<file path="config.mk">
export PLATFORM = sky130hd
export DESIGN_NAME = coin_acceptor
export DESIGN_NICKNAME = d
export VERILOG_FILES = /design/src/rtl/vending_pkg.sv /design/src/rtl/coin_debounce.sv /design/src/rtl/coin_acceptor.sv
export SDC_FILE = /design/constraint.sdc
export NUM_CORES = 1
export LEC_CHECK = 0
export ABC_AREA = 1
export BUFFER_PORTS_ARGS = -buffer_cell sky130_fd_sc_hd__buf_2
export CORE_MARGIN = 3
export CORE_UTILIZATION = 49
export DETAILED_ROUTE_END_ITERATION = 6
export GPL_ROUTABILITY_DRIVEN = 1
export GPL_TIMING_DRIVEN = 0
export PLACE_DENSITY = 0.8
export SLEW_MARGIN = 20
export SYNTH_ARGS = -nofsm -noshare
export SYNTH_HDL_FRONTEND = slang
export SYNTH_SLANG_ARGS = --single-unit
</file>
<file path="constraint.sdc">
create_clock -name clk -period 1.1 [get_ports clk]
set_input_delay 0.055 -clock clk [delete_from_list [all_inputs] [get_ports clk]]
set_output_delay 0.055 -clock clk [all_outputs]
set_load 0.02 [all_outputs]
</file>
<file path="src/rtl/vending_pkg.sv">
// -----------------------------------------------------------------------------
// vending_pkg
// Shared definitions for the vending machine datapath: the 2-bit coin code
// driven from the coin acceptor into the vending FSM, and a channel identifier
// used by the acceptor's arbiter.
// -----------------------------------------------------------------------------
package vending_pkg;

    localparam int COIN_W = 2;

    localparam logic [COIN_W-1:0] COIN_NONE = 2'b00;
    localparam logic [COIN_W-1:0] COIN_HALF = 2'b01;
    localparam logic [COIN_W-1:0] COIN_ONE  = 2'b10;

    // Coin slot channels; the value doubles as the channel index.
    typedef enum logic {
        CH_HALF = 1'b0,
        CH_ONE  = 1'b1
    } chan_e;

    // Coin code emitted when a given channel is granted.
    function automatic logic [COIN_W-1:0] chan_code(input chan_e ch);
        return (ch == CH_ONE) ? COIN_ONE : COIN_HALF;
    endfunction

endpackage

</file>
<file path="src/rtl/coin_debounce.sv">
// -----------------------------------------------------------------------------
// coin_debounce
// One coin-slot sensor front end: 2-flop synchronizer, stability-count
// debouncer and rising-edge detector.
//
// Ports:
//   clk     system clock
//   rstn    asynchronous active-low reset
//   raw_i   raw, asynchronous, bouncy sensor level (high = coin present)
//   rise_o  one-cycle pulse on each accepted 0 -> 1 debounced transition
//
// Parameter DEBOUNCE_CYC: consecutive synchronized samples that must disagree
// with the current debounced level before the level is allowed to change.
// -----------------------------------------------------------------------------
module coin_debounce #(
    parameter int DEBOUNCE_CYC = 4
) (
    input  logic clk,
    input  logic rstn,
    input  logic raw_i,
    output logic rise_o
);

    localparam int              CW       = $clog2(DEBOUNCE_CYC);
    localparam logic [CW-1:0]   CNT_LAST = CW'(DEBOUNCE_CYC - 1);

    logic          sync1_q;
    logic          sync2_q;
    logic          deb_q;
    logic          deb_prev_q;
    logic [CW-1:0] cnt_q;

    // Everything resets high so a sensor held high across reset release is
    // treated as "already present" and never yields a coin.
    always_ff @(posedge clk or negedge rstn) begin
        if (!rstn) begin
            sync1_q    <= 1'b1;
            sync2_q    <= 1'b1;
            deb_q      <= 1'b1;
            deb_prev_q <= 1'b1;
            cnt_q      <= '0;
        end else begin
            sync1_q    <= raw_i;
            sync2_q    <= sync1_q;
            deb_prev_q <= deb_q;
            if (sync2_q == deb_q) begin
                // Any agreeing sample restarts the stability run.
                cnt_q <= '0;
            end else if (cnt_q == CNT_LAST) begin
                deb_q <= sync2_q;
                cnt_q <= '0;
            end else begin
                cnt_q <= cnt_q + CW'(1);
            end
        end
    end

    assign rise_o = deb_q & ~deb_prev_q;

endmodule

</file>
<file path="src/rtl/coin_acceptor.sv">
// -----------------------------------------------------------------------------
// coin_acceptor
// Front end of the vending machine: turns the two raw slot sensors into clean
// one-cycle coin codes for the vending FSM. Each channel keeps a small count of
// coins waiting for the FSM; a fair arbiter serializes them one per cycle while
// accept_en is high, and a coin arriving on a full channel is returned.
//
// Ports:
//   clk            system clock
//   rstn           asynchronous active-low reset
//   coin_half_raw  raw 0.5-slot sensor (async, bouncy, high = coin present)
//   coin_one_raw   raw 1-slot sensor (same properties)
//   accept_en      downstream FSM ready; coins are emitted only while high
//   coin           registered coin code: 00 none, 01 = 0.5, 10 = 1
//   coin_reject    one-cycle pulse when a coin arrived on a full channel
//   busy           high while any coin is queued
// -----------------------------------------------------------------------------
module coin_acceptor
    import vending_pkg::*;
#(
    parameter int DEBOUNCE_CYC = 4,
    parameter int PEND_MAX     = 3
) (
    input  logic              clk,
    input  logic              rstn,
    input  logic              coin_half_raw,
    input  logic              coin_one_raw,
    input  logic              accept_en,
    output logic [COIN_W-1:0] coin,
    output logic              coin_reject,
    output logic              busy
);

    localparam logic [1:0] PEND_LIM = 2'(PEND_MAX);

    // Channel vectors are indexed by chan_e: bit 0 = 0.5 slot, bit 1 = 1 slot.
    logic [1:0] raw_w;
    logic [1:0] ev_w;       // debounced rising edge per channel
    logic [1:0] pend_nz_w;  // channel has at least one queued coin
    logic [1:0] ovf_w;      // coin arrived on a full channel this cycle
    logic [1:0] gnt;        // one-hot grant, or zero

    chan_e              last_grant_q, last_grant_d;
    logic [COIN_W-1:0]  coin_q, coin_d;
    logic               coin_reject_q, coin_reject_d;

    assign raw_w = {coin_one_raw, coin_half_raw};

    // Per-channel front end and pending counter.
    for (genvar gi = 0; gi < 2; gi++) begin : g_chan
        logic [1:0] pend_q, pend_d;
        logic       ovf;

        coin_debounce #(
            .DEBOUNCE_CYC(DEBOUNCE_CYC)
        ) u_debounce (
            .clk    (clk),
            .rstn   (rstn),
            .raw_i  (raw_w[gi]),
            .rise_o (ev_w[gi])
        );

        // A coin that arrives in the same cycle one is granted leaves the
        // count unchanged; it effectively takes the departing coin's slot.
        always_comb begin
            pend_d = pend_q;
            ovf    = 1'b0;
            if (ev_w[gi] && !gnt[gi]) begin
                if (pend_q == PEND_LIM) begin
                    ovf = 1'b1;
                end else begin
                    pend_d = pend_q + 2'd1;
                end
            end else if (gnt[gi] && !ev_w[gi]) begin
                pend_d = pend_q - 2'd1;
            end
        end

        always_ff @(posedge clk or negedge rstn) begin
            if (!rstn) begin
                pend_q <= '0;
            end else begin
                pend_q <= pend_d;
            end
        end

        assign pend_nz_w[gi] = (pend_q != 2'd0);
        assign ovf_w[gi]     = ovf;
    end

    // Arbiter: round-robin only matters under contention, so last_grant
    // moves only when both channels were pending. A lone channel is granted
    // without disturbing the fairness pointer.
    always_comb begin
        gnt          = 2'b00;
        last_grant_d = last_grant_q;
        if (accept_en) begin
            if (pend_nz_w[CH_HALF] && pend_nz_w[CH_ONE]) begin
                if (last_grant_q == CH_ONE) begin
                    gnt          = 2'b01;
                    last_grant_d = CH_HALF;
                end else begin
                    gnt          = 2'b10;
                    last_grant_d = CH_ONE;
                end
            end else if (pend_nz_w[CH_HALF]) begin
                gnt = 2'b01;
            end else if (pend_nz_w[CH_ONE]) begin
                gnt = 2'b10;
            end
        end
    end

    always_comb begin
        coin_d = COIN_NONE;
        if (gnt[0]) begin
            coin_d = chan_code(CH_HALF);
        end else if (gnt[1]) begin
            coin_d = chan_code(CH_ONE);
        end
    end

    // Simultaneous overflow on both channels still gives a single pulse.
    assign coin_reject_d = |ovf_w;

    always_ff @(posedge clk or negedge rstn) begin
        if (!rstn) begin
            coin_q        <= COIN_NONE;
            coin_reject_q <= 1'b0;
            last_grant_q  <= CH_ONE;
        end else begin
            coin_q        <= coin_d;
            coin_reject_q <= coin_reject_d;
            last_grant_q  <= last_grant_d;
        end
    end

    assign coin        = coin_q;
    assign coin_reject = coin_reject_q;
    assign busy        = |pend_nz_w;

endmodule
</file>
# Word level (Yosys, flattened, before mapping)
# Index checks and enable logic that the tools add are counted.
# classes
n_addsub	6
n_mul	0
div_mod_pow	0
magnitude_cmp	0
eq_ne	8
shifts	0
mux	22
bitwise_logic	6
n_reduce_logical	20
# op_table
cell	n
$mux 2	17
$reduce_and 2->1	5
$add 2x1->2 const B	4
$eq 2x2->1 const B	4
$reduce_bool 2->1	4
$logic_and 1x1->1	5
$mux 1	5
$logic_not 1->1	4
$ne 2x2->1 const B	2
$not 1->1	4
$reduce_or 2->1	2
$sub 2x1->2 const B	2
$and 1x1->1	2
$eq 1x1->1	2
# word_totals
reg_bits	20
latchBits	0
mem_bits_rw	0
mem_bits_ro	0
input_bits	5
word_cells	77
memories	0

# Depth between registers and ports, before layout
# Gate-level depths: netlist of run 1.
# depth
depth_word	9
ltp_mapped	7

# Modules after synthesis
# A second synthesis of run 1 with hierarchy kept.
# hier_totals
cells_unflattened	86
hier_area_um2	828.3
# by_module_without_submodules
module	n_inst	cells_each	area_per_inst_um2	seq_area_each_um2
coin_debounce	2	19	216.5	155.1
coin_acceptor	1	48	395.4	201.4

# Least setup slack after synthesis of run 1
# Ideal clock, no wire load.
# synth_timing
kind	reg-to-reg
start	reg g_chan[1].u_debounce.deb_q
end	reg g_chan[1].pend_q[0]
setup_time_ns	0.117
arrival_time_ns	0.969
t_required_ns	0.983
slack_ns	0.015
stages_incl_launch_ff	8
n_path_buf	0
path_cell_list	dfstp_2 inv_2 nor2_2 inv_1 nand3_1 nand2_1 nand2_1 nand2_1
# synth_between
elab_chain_len	5
# synth_rtl
element	line	rtl
from (decl)	coin_debounce.sv:29	logic deb_q;
from (signal assigned)	coin_debounce.sv:50	deb_q <= sync2_q;
$and 1x1->1 *	coin_debounce.sv:58	assign rise_o = deb_q & ~deb_prev_q;
$logic_not 1->1	coin_acceptor.sv:74	end else if (gnt[gi] && !ev_w[gi]) begin
$logic_and 1x1->1	coin_acceptor.sv:74	
$reduce_bool 2->1 (no source line)	-	
$reduce_and 2->1 (no source line)	-	
to (signal assigned)	coin_acceptor.sv:83	pend_q <= pend_d;
to (decl)	coin_acceptor.sv:51	logic [1:0] pend_q, pend_d;
# Mark *: on every way between the ends. The rest lies on a longest branch, timed or not.
# A chain may end at the register's enable or synchronous reset.

# Final worst setup path of run 1
# layout_timing
start	reg g_chan[0].pend_q[1]
end	reg coin_q[0], in the netlist coin[0]
# layout_between
elab_chain_len	5
# layout_rtl
element	line	rtl
from (decl)	coin_acceptor.sv:51	
from (signal assigned)	coin_acceptor.sv:83	
$reduce_bool 2->1 *	coin_acceptor.sv:87	assign pend_nz_w[gi] = (pend_q != 2'd0);
$mux 2 / $logic_and 1x1->1 (equally long branches)	coin_acceptor.sv:106, coin_acceptor.sv:98	
$mux 2 *	coin_acceptor.sv:98	if (pend_nz_w[CH_HALF] && pend_nz_w[CH_ONE]) begin
$mux 2 *	coin_acceptor.sv:97	if (accept_en) begin
$mux 2 *	coin_acceptor.sv:116	if (gnt[0]) begin
net coin_d[0]	coin_acceptor.sv:44	logic [COIN_W-1:0] coin_q, coin_d;
to (signal assigned)	coin_acceptor.sv:132	coin_q <= coin_d;
to (decl)	coin_acceptor.sv:44	
# Mark *: on every way through the listed nets, which the timed path passes. The rest lies on a longest branch.

==> run summary, run 1 <==
Cells after Synth -> 80
total of max-cap violations -> 0
DRT Pass-1 Iters -> 4
FMAX -> 834 MHz
final hold violation count -> 0
final setup TNS -> -0.361 ns
HP Class -> in -> reg
post-synthesis sequential area ratio -> 0.618
Seq cells post-synth -> 20
Clock Power Share -> 0.177
Critical Path End Type -> register
DP Wirelength -> 873 um
RSZ-0062 raised after global routing -> true
Multi-input gate area -> 317 um^2
DRT Wirelength -> 1.48 mm
NetSw -> 1.24 mW
number of fill cells -> 116
layout cell share with drive strength beyond 1 -> 0.510
Worst Skew -> 0.00134 ns
vias per cell -> 5.17
Post-Syn Nets -> 87
arrival time at the worst endpoint -> 1.45 ns
YS warnings -> 0
Final setup violation count -> 8
Final Util -> 0.709
status -> finished with violations
area delta synth->final -> 31.9%
Post-DRT Antenna Nets -> 0
I/O Pins -> 9
port bufs -> 8
Reg area -> 514 um^2
largest net degree at the start of global routing -> 21
Post-Layout Cell Count -> 120
placed cells -> 104
root buf cell -> clkbuf_4
grt total ovfl -> 0
Comb power frac -> 0.432
Required @ worst endpoint -> 1.35 ns
critical path type -> reg -> reg
Slew Limit Fails -> 0
syn_area_per_cell -> 10.4 um^2
cell area after synthesis -> 828 um^2
Antenna Cells -> 0
row cnt -> 14
first-pass GRT wire length -> 2.37 mm
Rel. slew slack -> 0.721
Initial DRC Count -> 4
CTS H-tree lvls -> 1
Post-DP Area -> 888 um^2
gpl congestion -> 0.803
# DRC -> 0
layout net count -> 112
final instance area -> 0.00109 mm^2
sequential power share -> 0.391
fin crit share -> 1.09
startpoint type of the worst setup path -> register
pre-CTS WS -> -0.0816 ns
Power Density -> 3040 mW/mm^2
Initial Util -> 0.537
Worst-Margin Slew -> 0.418 ns
Die Height -> 47.1 um
failing checks -> setup timing
antenna violations before repair -> 0
Worst Slack Setup Final -> -0.0996 ns
final worst path period need -> 1.20 ns
vias -> 620
routed len/inst -> 12.3 um
clk buf depth -> 2
CTS buffer count -> 3
internal power -> 2.07 mW
Total GRT Usage -> 0.156
Yosys cell types -> 18
Die Wd -> 47.1 um
Die ar. -> 0.00222 mm^2
Worst VDD drop -> 1.73 mV
clk sinks -> 20
Clk Latency, worst-skew pair -> 0.30 ns
CTS tree -> built
vias in the first global route -> 634
Net Sw Frac -> 0.375
Pleak -> 0.531 nW
critical path fanouts, max -> 4
Core Area -> 0.00154 mm^2
CTS clk-pin slew, worst paths -> 0.11 ns
## worst max-delay path: stages, from the launching register on
cell,delay [ns]
dfrtp_1,0.45
nor2_2,0.07
buf_4,0.14
nor2_4,0.12
nand2_4,0.08
buf_4,0.14
buf_4,0.12
inv_1,0.04
## power by group through the flow
stage / sequential [mW] / clock (mW) / combinational, mW
6_report: 1.30 / 0.587 / 1.43
5_1_grt: 1.33 / 0.627 / 1.59
4_1_cts: 1.28 / 0.602 / 1.31
3_5_place_dp: 1.29 / 0 / 0.965
3_3_place_gp: 1.28 / 0 / 0.919
2_1_floorplan: 1.30 / 0 / 0.716
## path summary, 6_finish.rpt
check,startpoint,endpoint,slack [ns],cells after the start
setup reg to reg,g_chan[0].pend_q[1],coin[0],-0.1,7
min in group asynchronous,rstn,coin[0],0.21,2
hold reg to reg,g_chan[0].u_debounce.sync1_q,g_chan[0].u_debounce.sync2_q,0.36,0
max in group asynchronous,rstn,g_chan[1].u_debounce.deb_q,0.57,2
setup / recovery,g_chan[0].pend_q[1],coin[0],-0.1,7
hold / removal,accept_en,last_grant_q,0.14,5
## area by class of cell
cell class,count,area share
repair buffers,20,0.132
clock buffers,3,0.0206
well taps,16,0.0183
flip-flops and latches,20,0.471
clock inverters,1,0.0275
inverters,12,0.0412
multi-input cells,48,0.290
## cells in the mapped netlist
library cell	n	share of area
ha_1	2	0.030
o21ai_1	7	0.042
xor2_1	1	0.011
inv_1	9	0.041
nor2_2	5	0.038
o21ai_0	2	0.012
nand2_2	2	0.015
nor3_1	2	0.012
nor2_4	1	0.014
nor2_1	2	0.0091
dfrtp_1	11	0.33
inv_2	3	0.014
xnor2_1	2	0.021
nand3_1	4	0.024
nand2_1	15	0.068
o22ai_1	1	0.0076
dfstp_2	9	0.29
nand3_2	2	0.024
## repair_timing
item	in CTS	in global routing
resized for setup	11	5
hold endpoints to repair	22	0
pin swaps	2	2
buffers inserted	8	1
hold buffers	3	0
setup endpoints to repair	6	8
## per-layer routing
layer	global-route usage	routed length, um	vias to the layer above
li1	-	-	300
met1	0.149	555	297
met2	0.282	802	16
met3	0.0575	73	7
met4	0.0939	49	0
met5	0	0	-
## cells in the final DEF, fill, tap and decap left out
| cell | instances |
|---|---|
| buf_2 | 7 |
| buf_4 | 9 |
| buf_6 | 1 |
| bufinv_16 | 1 |
| clkbuf_4 | 3 |
| dfrtp_1 | 9 |
| dfrtp_2 | 2 |
| dfstp_2 | 9 |
| dlygate4sd3_1 | 3 |
| ha_1 | 2 |
| inv_1 | 7 |
| inv_2 | 5 |
| nand2_1 | 14 |
| nand2_2 | 2 |
| nand2_4 | 1 |
| nand3_1 | 3 |
| nand3_2 | 3 |
| nor2_1 | 2 |
| nor2_2 | 2 |
| nor2_4 | 4 |
| nor3_1 | 2 |
| o21ai_0 | 2 |
| o21ai_1 | 4 |
| o21ai_2 | 3 |
| o22ai_2 | 1 |
| xnor2_1 | 2 |
| xor2_1 | 1 |
## state kept, by name (all words and copies together), names as in the netlist
| register | count |
|---|---|
| g_chan.pend_q | 4 |
| g_chan.u_debounce.cnt_q | 4 |
| coin | 2 |
| g_chan.u_debounce.deb_prev_q | 2 |
| g_chan.u_debounce.deb_q | 2 |
| g_chan.u_debounce.sync1_q | 2 |
| g_chan.u_debounce.sync2_q | 2 |
| coin_reject | 1 |
| last_grant_q | 1 |
## per-stage QoR
step | power, mW | hold WS [ns]
after floorplan | 2.01 | -0.241
after global placement | 2.19 | 0.0123
after detailed placement | 2.26 | 0.0132
after CTS | 3.19 | 0.137
after global routing | 3.55 | 0.154
final | 3.32 | 0.144
## cells by family (layout without fill, tap and decap cells)
logic type,Yosys count,after routing,synth area share
flops,20,20,0.618
simple gates,33,33,0.204
xor+xnor,3,3,0.0317
buf+inv,12,36,0.0544
compound gates,10,10,0.0619
fa+ha+maj,2,2,0.0302
Power figures use the tool's default switching activity.
==> run 2: changes to the inputs <==
--- a/config.mk
+++ b/config.mk
@@ -14,4 +14,5 @@
 export GPL_TIMING_DRIVEN = 0
 export PLACE_DENSITY = 0.8
+export RECOVER_POWER = 100
 export SLEW_MARGIN = 20
 export SYNTH_ARGS = -nofsm -noshare
==> constraint.sdc (replaced) <==
create_clock -name clk -period 1.1 [get_ports clk]
set_input_delay 0.22 -clock clk [delete_from_list [all_inputs] [get_ports clk]]
set_output_delay 0.22 -clock clk [all_outputs]
set_load 0.02 [all_outputs]
==> run 2 against run 1 <==
Wire length up 7.9%; combinational power rose by 15%; hold slack better by 0.18 ns; core utilization rose by 2.4 points; critical path depth down 4; clock skew grew 0.00053 ns; largest cell class unchanged; die area unchanged; fmax is 7.5% lower; the run still ends with setup timing left.
==> run summary, run 2 (same netlist as run 1, synthesis figures left out) <==
crit path max-delay cell type -> dfrtp_1
Final setup violation count -> 6
most common cell after layout, fill and taps aside -> nand2_1
row cnt -> 14
fin crit share -> 1.18
CP delay by family, top -> flip-flops
CTS buffer count -> 3
Critical Path End Type -> output pin
first-pass GRT wire length -> 2.39 mm
worst reg-to-reg setup slack -> -0.13 ns
Total GRT Usage -> 0.159
root buf cell -> clkbuf_4
pre-CTS WS -> -0.0816 ns
Worst Reg2Reg Path Length in Cells -> 5
failing checks -> setup timing
vias in the first global route -> 607
Critical path buffers and inverters -> 1
layout net count -> 115
clk buf depth -> 2
R2R Path Start -> g_chan[0].pend_q[1]
gpl congestion -> 0.803
Worst Skew -> 0.00188 ns
Post-Layout Cell Count -> 123
Worst-Margin Slew -> 0.456 ns
DP Wirelength -> 873 um
Initial DRC Count -> 5
HP Class -> in -> reg
Die ar. -> 0.00222 mm^2
total of max-cap violations -> 0
worst-path cell chain -> nor2_2 -> nand2_1 -> buf_6
final hold violation count -> 0
vias -> 616
Worst VDD drop -> 1.74 mV
Final Util -> 0.732
critical path fanouts, max -> 2
port bufs -> 8
Antenna Cells -> 0
arrival time at the worst endpoint -> 1.08 ns
I/O Pins -> 9
FMAX -> 771 MHz
most frequent cells in the layout -> nand2_1 (14), dfrtp_1 (10), inv_1 (9)
Required @ worst endpoint -> 0.88 ns
grt total ovfl -> 0
number of fill cells -> 111
placed cells -> 104
final setup TNS -> -0.608 ns
antenna violations before repair -> 0
vias per cell -> 5.01
Die Height -> 47.1 um
largest net degree at the start of global routing -> 21
DRT Wirelength -> 1.60 mm
CTS clk-pin slew, worst paths -> 0.11 ns
CP Launch Point -> g_chan[0].pend_q[1]
Clk Latency, worst-skew pair -> 0.30 ns
worst reg2reg path endpoint -> g_chan[1].pend_q[1]
startpoint type of the worst setup path -> register
layout cell share with drive strength beyond 1 -> 0.458
critical path type -> reg -> out
area delta synth->final -> 36.3%
largest registers -> g_chan.pend_q (4), g_chan.u_debounce.cnt_q (4)
crit-path max cell delay -> 0.42 ns
RSZ-0062 raised after global routing -> true
Pleak -> 0.544 nW
Critical Path End -> busy
DRT Pass-1 Iters -> 4
CTS tree -> built
CTS H-tree lvls -> 1
Initial Util -> 0.537
Post-DRT Antenna Nets -> 0
routed len/inst -> 13.0 um
final worst path period need -> 1.30 ns
Core Area -> 0.00154 mm^2
# DRC -> 0
Multi-input gate area -> 332 um^2
status -> finished with violations
Worst Slack Setup Final -> -0.197 ns
Die Wd -> 47.1 um
Rel. slew slack -> 0.696
Power Density -> 3070 mW/mm^2
clk sinks -> 20
Reg area -> 513 um^2
critical path depth -> 3
Slew Limit Fails -> 0
run 2: cell type report:
cell class,count,share of cell area
clock buffers,3,0.0200
clock inverters,1,0.0266
inverters,12,0.0399
multi-input cells,48,0.294
flip-flops and latches,20,0.455
well taps,16,0.0177
repair buffers,23,0.147
run 2: stage by stage:
| stage | hold slack [ns] | instance area [um^2] | total power [mW] |
|---|---|---|---|
| after global routing | 0.315 | 1130 | 3.73 |
| final | 0.328 | 1130 | 3.47 |
| after CTS | 0.309 | 1090 | 3.28 |
| after detailed placement | 0.178 | 888 | 2.26 |
| after global placement | 0.177 | 888 | 2.19 |
| after floorplan | -0.0756 | 828 | 2.01 |
run 2: worst reg2reg max path: cells and delay by family, from the launching register on:
kind	cells	cell delay, ns
AOI/OAI and AO/OA	3	0.39
buffers and inverters	1	0.17
DFF	1	0.42
and+or+nand+nor	1	0.14
run 2: repair_timing:
item | CTS | global route
buffers inserted | 9 | 3
resized for setup | 12 | 8
pin swaps | 5 | 3
hold buffers | 3 | 0
endpoints found under the setup margin | 6 | 8
endpoints found under the hold margin | 13 | 0
run 2: layer usage:
| metal | routed length, um | share of wire | vias up | GRT usage |
|---|---|---|---|---|
| li1 | - | - | 305 | - |
| met1 | 566 | 0.35 | 291 | 0.164 |
| met2 | 929 | 0.58 | 15 | 0.295 |
| met3 | 74 | 0.046 | 5 | 0.0575 |
| met4 | 27 | 0.017 | 0 | 0.0497 |
| met5 | 0 | 0 | - | 0 |
run 2: worst min path at each step:
stage                     cells after the start       from            to
final                                         5  accept_en  last_grant_q
after global routing                          5  accept_en  last_grant_q
after CTS                                     5  accept_en  last_grant_q
after detailed placement                      1       rstn       coin[0]
after global placement                        1       rstn       coin[0]
after floorplan                               0       rstn       coin[0]
run 2: where the power goes:
| part | switching [mW] | internal [mW] | total (mW) |
|---|---|---|---|
| Combinational | 0.922 | 0.719 | 1.64 |
| Sequential | 0.175 | 1.06 | 1.24 |
| Clock | 0.219 | 0.368 | 0.588 |
==> run 3: changes to the inputs <==
Settings changed: CORE_ASPECT_RATIO set to 1.25.
==> run 3 against run 2 <==
The flow still finishes with violations (setup timing); cell count fell by 1.6%; cell area fell by 4.7%; first-iteration DRC count rose by 120%; critical endpoint unchanged.
==> run summary, run 3 (same netlist as run 1, synthesis figures left out) <==
Worst Skew -> 0.00228 ns
I/O Pins -> 9
vias per cell -> 5.03
Critical Path End -> busy
DP Wirelength -> 919 um
vias -> 609
startpoint type of the worst setup path -> register
port bufs -> 8
worst reg-to-reg setup slack -> -0.12 ns
routed len/inst -> 11.8 um
most common cell after layout, fill and taps aside -> nand2_1
fin crit share -> 1.14
number of fill cells -> 121
Clock Power Share -> 0.130
largest net degree at the start of global routing -> 21
total of max-cap violations -> 0
Rel. slew slack -> 0.680
critical path fanouts, max -> 2
Critical path buffers and inverters -> 1
Comb power frac -> 0.468
Antenna Cells -> 0
Core Area -> 0.00158 mm^2
Multi-input gate area -> 324 um^2
CTS tree -> built
critical path depth -> 3
worst-path cell chain -> nor2_4 -> nand2_2 -> buf_6
Hold WS -> 0.0184 ns
final worst path period need -> 1.26 ns
antenna violations before repair -> 0
Post-DRT Antenna Nets -> 0
vias in the first global route -> 599
DRT Wirelength -> 1.42 mm
status -> finished with violations
crit-path max cell delay -> 0.43 ns
Power Density -> 2920 mW/mm^2
critical path type -> reg -> out
crit path max-delay cell type -> dfrtp_1
final setup TNS -> -0.571 ns
clk buf depth -> 2
CP Launch Point -> g_chan[1].pend_q[1]
Die Wd -> 42.8 um
Clk Latency, worst-skew pair -> 0.29 ns
Total GRT Usage -> 0.133
Initial DRC Count -> 11
RSZ-0062 raised after global routing -> true
CTS clk-pin slew, worst paths -> 0.11 ns
most frequent cells in the layout -> nand2_1 (12), inv_1 (9), dfrtp_1 (9)
# DRC -> 0
Initial Util -> 0.524
CTS H-tree lvls -> 1
Worst-Margin Slew -> 0.480 ns
HP Class -> in -> reg
Worst Slack Setup Final -> -0.158 ns
sequential power share -> 0.402
internal power -> 1.92 mW
final hold violation count -> 0
layout net count -> 111
Slew Limit Fails -> 0
Final setup violation count -> 6
Die ar. -> 0.00222 mm^2
Worst Reg2Reg Path Length in Cells -> 7
worst reg2reg path endpoint -> g_chan[0].pend_q[0]
failing checks -> setup timing
Worst VDD drop -> 1.34 mV
row cnt -> 16
Required @ worst endpoint -> 0.88 ns
root buf cell -> clkbuf_4
NetSw -> 1.23 mW
grt total ovfl -> 0
R2R Path Start -> g_chan[1].pend_q[0]
arrival time at the worst endpoint -> 1.04 ns
Final Util -> 0.680
Pleak -> 0.518 nW
DRT Pass-1 Iters -> 4
first-pass GRT wire length -> 2.30 mm
clk sinks -> 20
area delta synth->final -> 29.9%
largest registers -> g_chan.pend_q (4), g_chan.u_debounce.cnt_q (4)
Critical Path End Type -> output pin
Net Sw Frac -> 0.390
gpl congestion -> 0.797
layout cell share with drive strength beyond 1 -> 0.485
FMAX -> 795 MHz
CTS buffer count -> 3
CP delay by family, top -> flip-flops
Reg area -> 514 um^2
Die Height -> 52.0 um
==> run 3: changes by cell type in the layout (fill, tap and decap cells not counted), sizes merged <==
cell,before,now
bufinv,1,0
clkbuf,7,10
dlygate4sd3,3,2
buf,16,11
==> run 3: worst min path at each step <==
stage | startpoint | end | slack [ns] | depth (start not counted)
final | coin_half_raw | g_chan[0].u_debounce.sync1_q | 0.02 | 1
after floorplan | rstn | coin[0] | -0.08 | 0
after global routing | coin_half_raw | g_chan[0].u_debounce.sync1_q | 0.003 | 1
after CTS | coin_half_raw | g_chan[0].u_debounce.sync1_q | 0.006 | 1
after detailed placement | rstn | coin[0] | 0.19 | 1
after global placement | rstn | coin[0] | 0.18 | 1
==> run 3: area by class of cell <==
type,instances,share of cell area
clock buffers,4,0.0337
inverters,12,0.0419
multi-input cells,48,0.301
flip-flops and latches,20,0.478
well taps,18,0.0209
repair buffers,19,0.124
==> run 3: what timing repair did <==
action | CTS | global route
buffers inserted | 8 | 1
pin swaps | 6 | 1
resized for setup | 12 | 6
hold endpoints to repair | 11 | 1
gates cloned | 0 | 0
endpoints found under the setup margin | 6 | 7
hold buffers | 1 | 1
==> run 3: metal layers <==
metal,global-route usage,up-vias,wire length (um)
met4,0.0518,0,17
met3,0.0208,2,41
met2,0.250,13,780
met5,0,-,0
li1,-,298,-
met1,0.145,296,581
==> run 3: worst register-to-register path, stage by stage, from the launching register on <==
cell,delay [ns]
dfrtp_2,0.44
buf_4,0.16
o21ai_2,0.19
nand2_4,0.10
nand3_2,0.07
nand2_1,0.05
nand2_1,0.06
nand2_1,0.05
==> run 3: stage by stage <==
stage | cell area [um^2] | instances | total power, mW | worst slack, ns
finish | 1080 | 121 | 3.15 | -0.158
global placement | 891 | 106 | 2.20 | -0.0354
global route | 1080 | 121 | 3.38 | -0.214
floorplan | 828 | 80 | 2.01 | 0.0147
detailed placement | 891 | 106 | 2.26 | -0.0728
CTS | 1040 | 119 | 3.07 | -0.148
==> run 3: power groups by stage <==
| stage | registers (mW) | clock network (mW) | logic, mW |
|---|---|---|---|
| final | 1.26 | 0.408 | 1.47 |
| after global routing | 1.29 | 0.452 | 1.64 |
| after CTS | 1.27 | 0.428 | 1.37 |
| after detailed placement | 1.29 | 0 | 0.964 |
| after global placement | 1.28 | 0 | 0.922 |
| after floorplan | 1.30 | 0 | 0.716 |
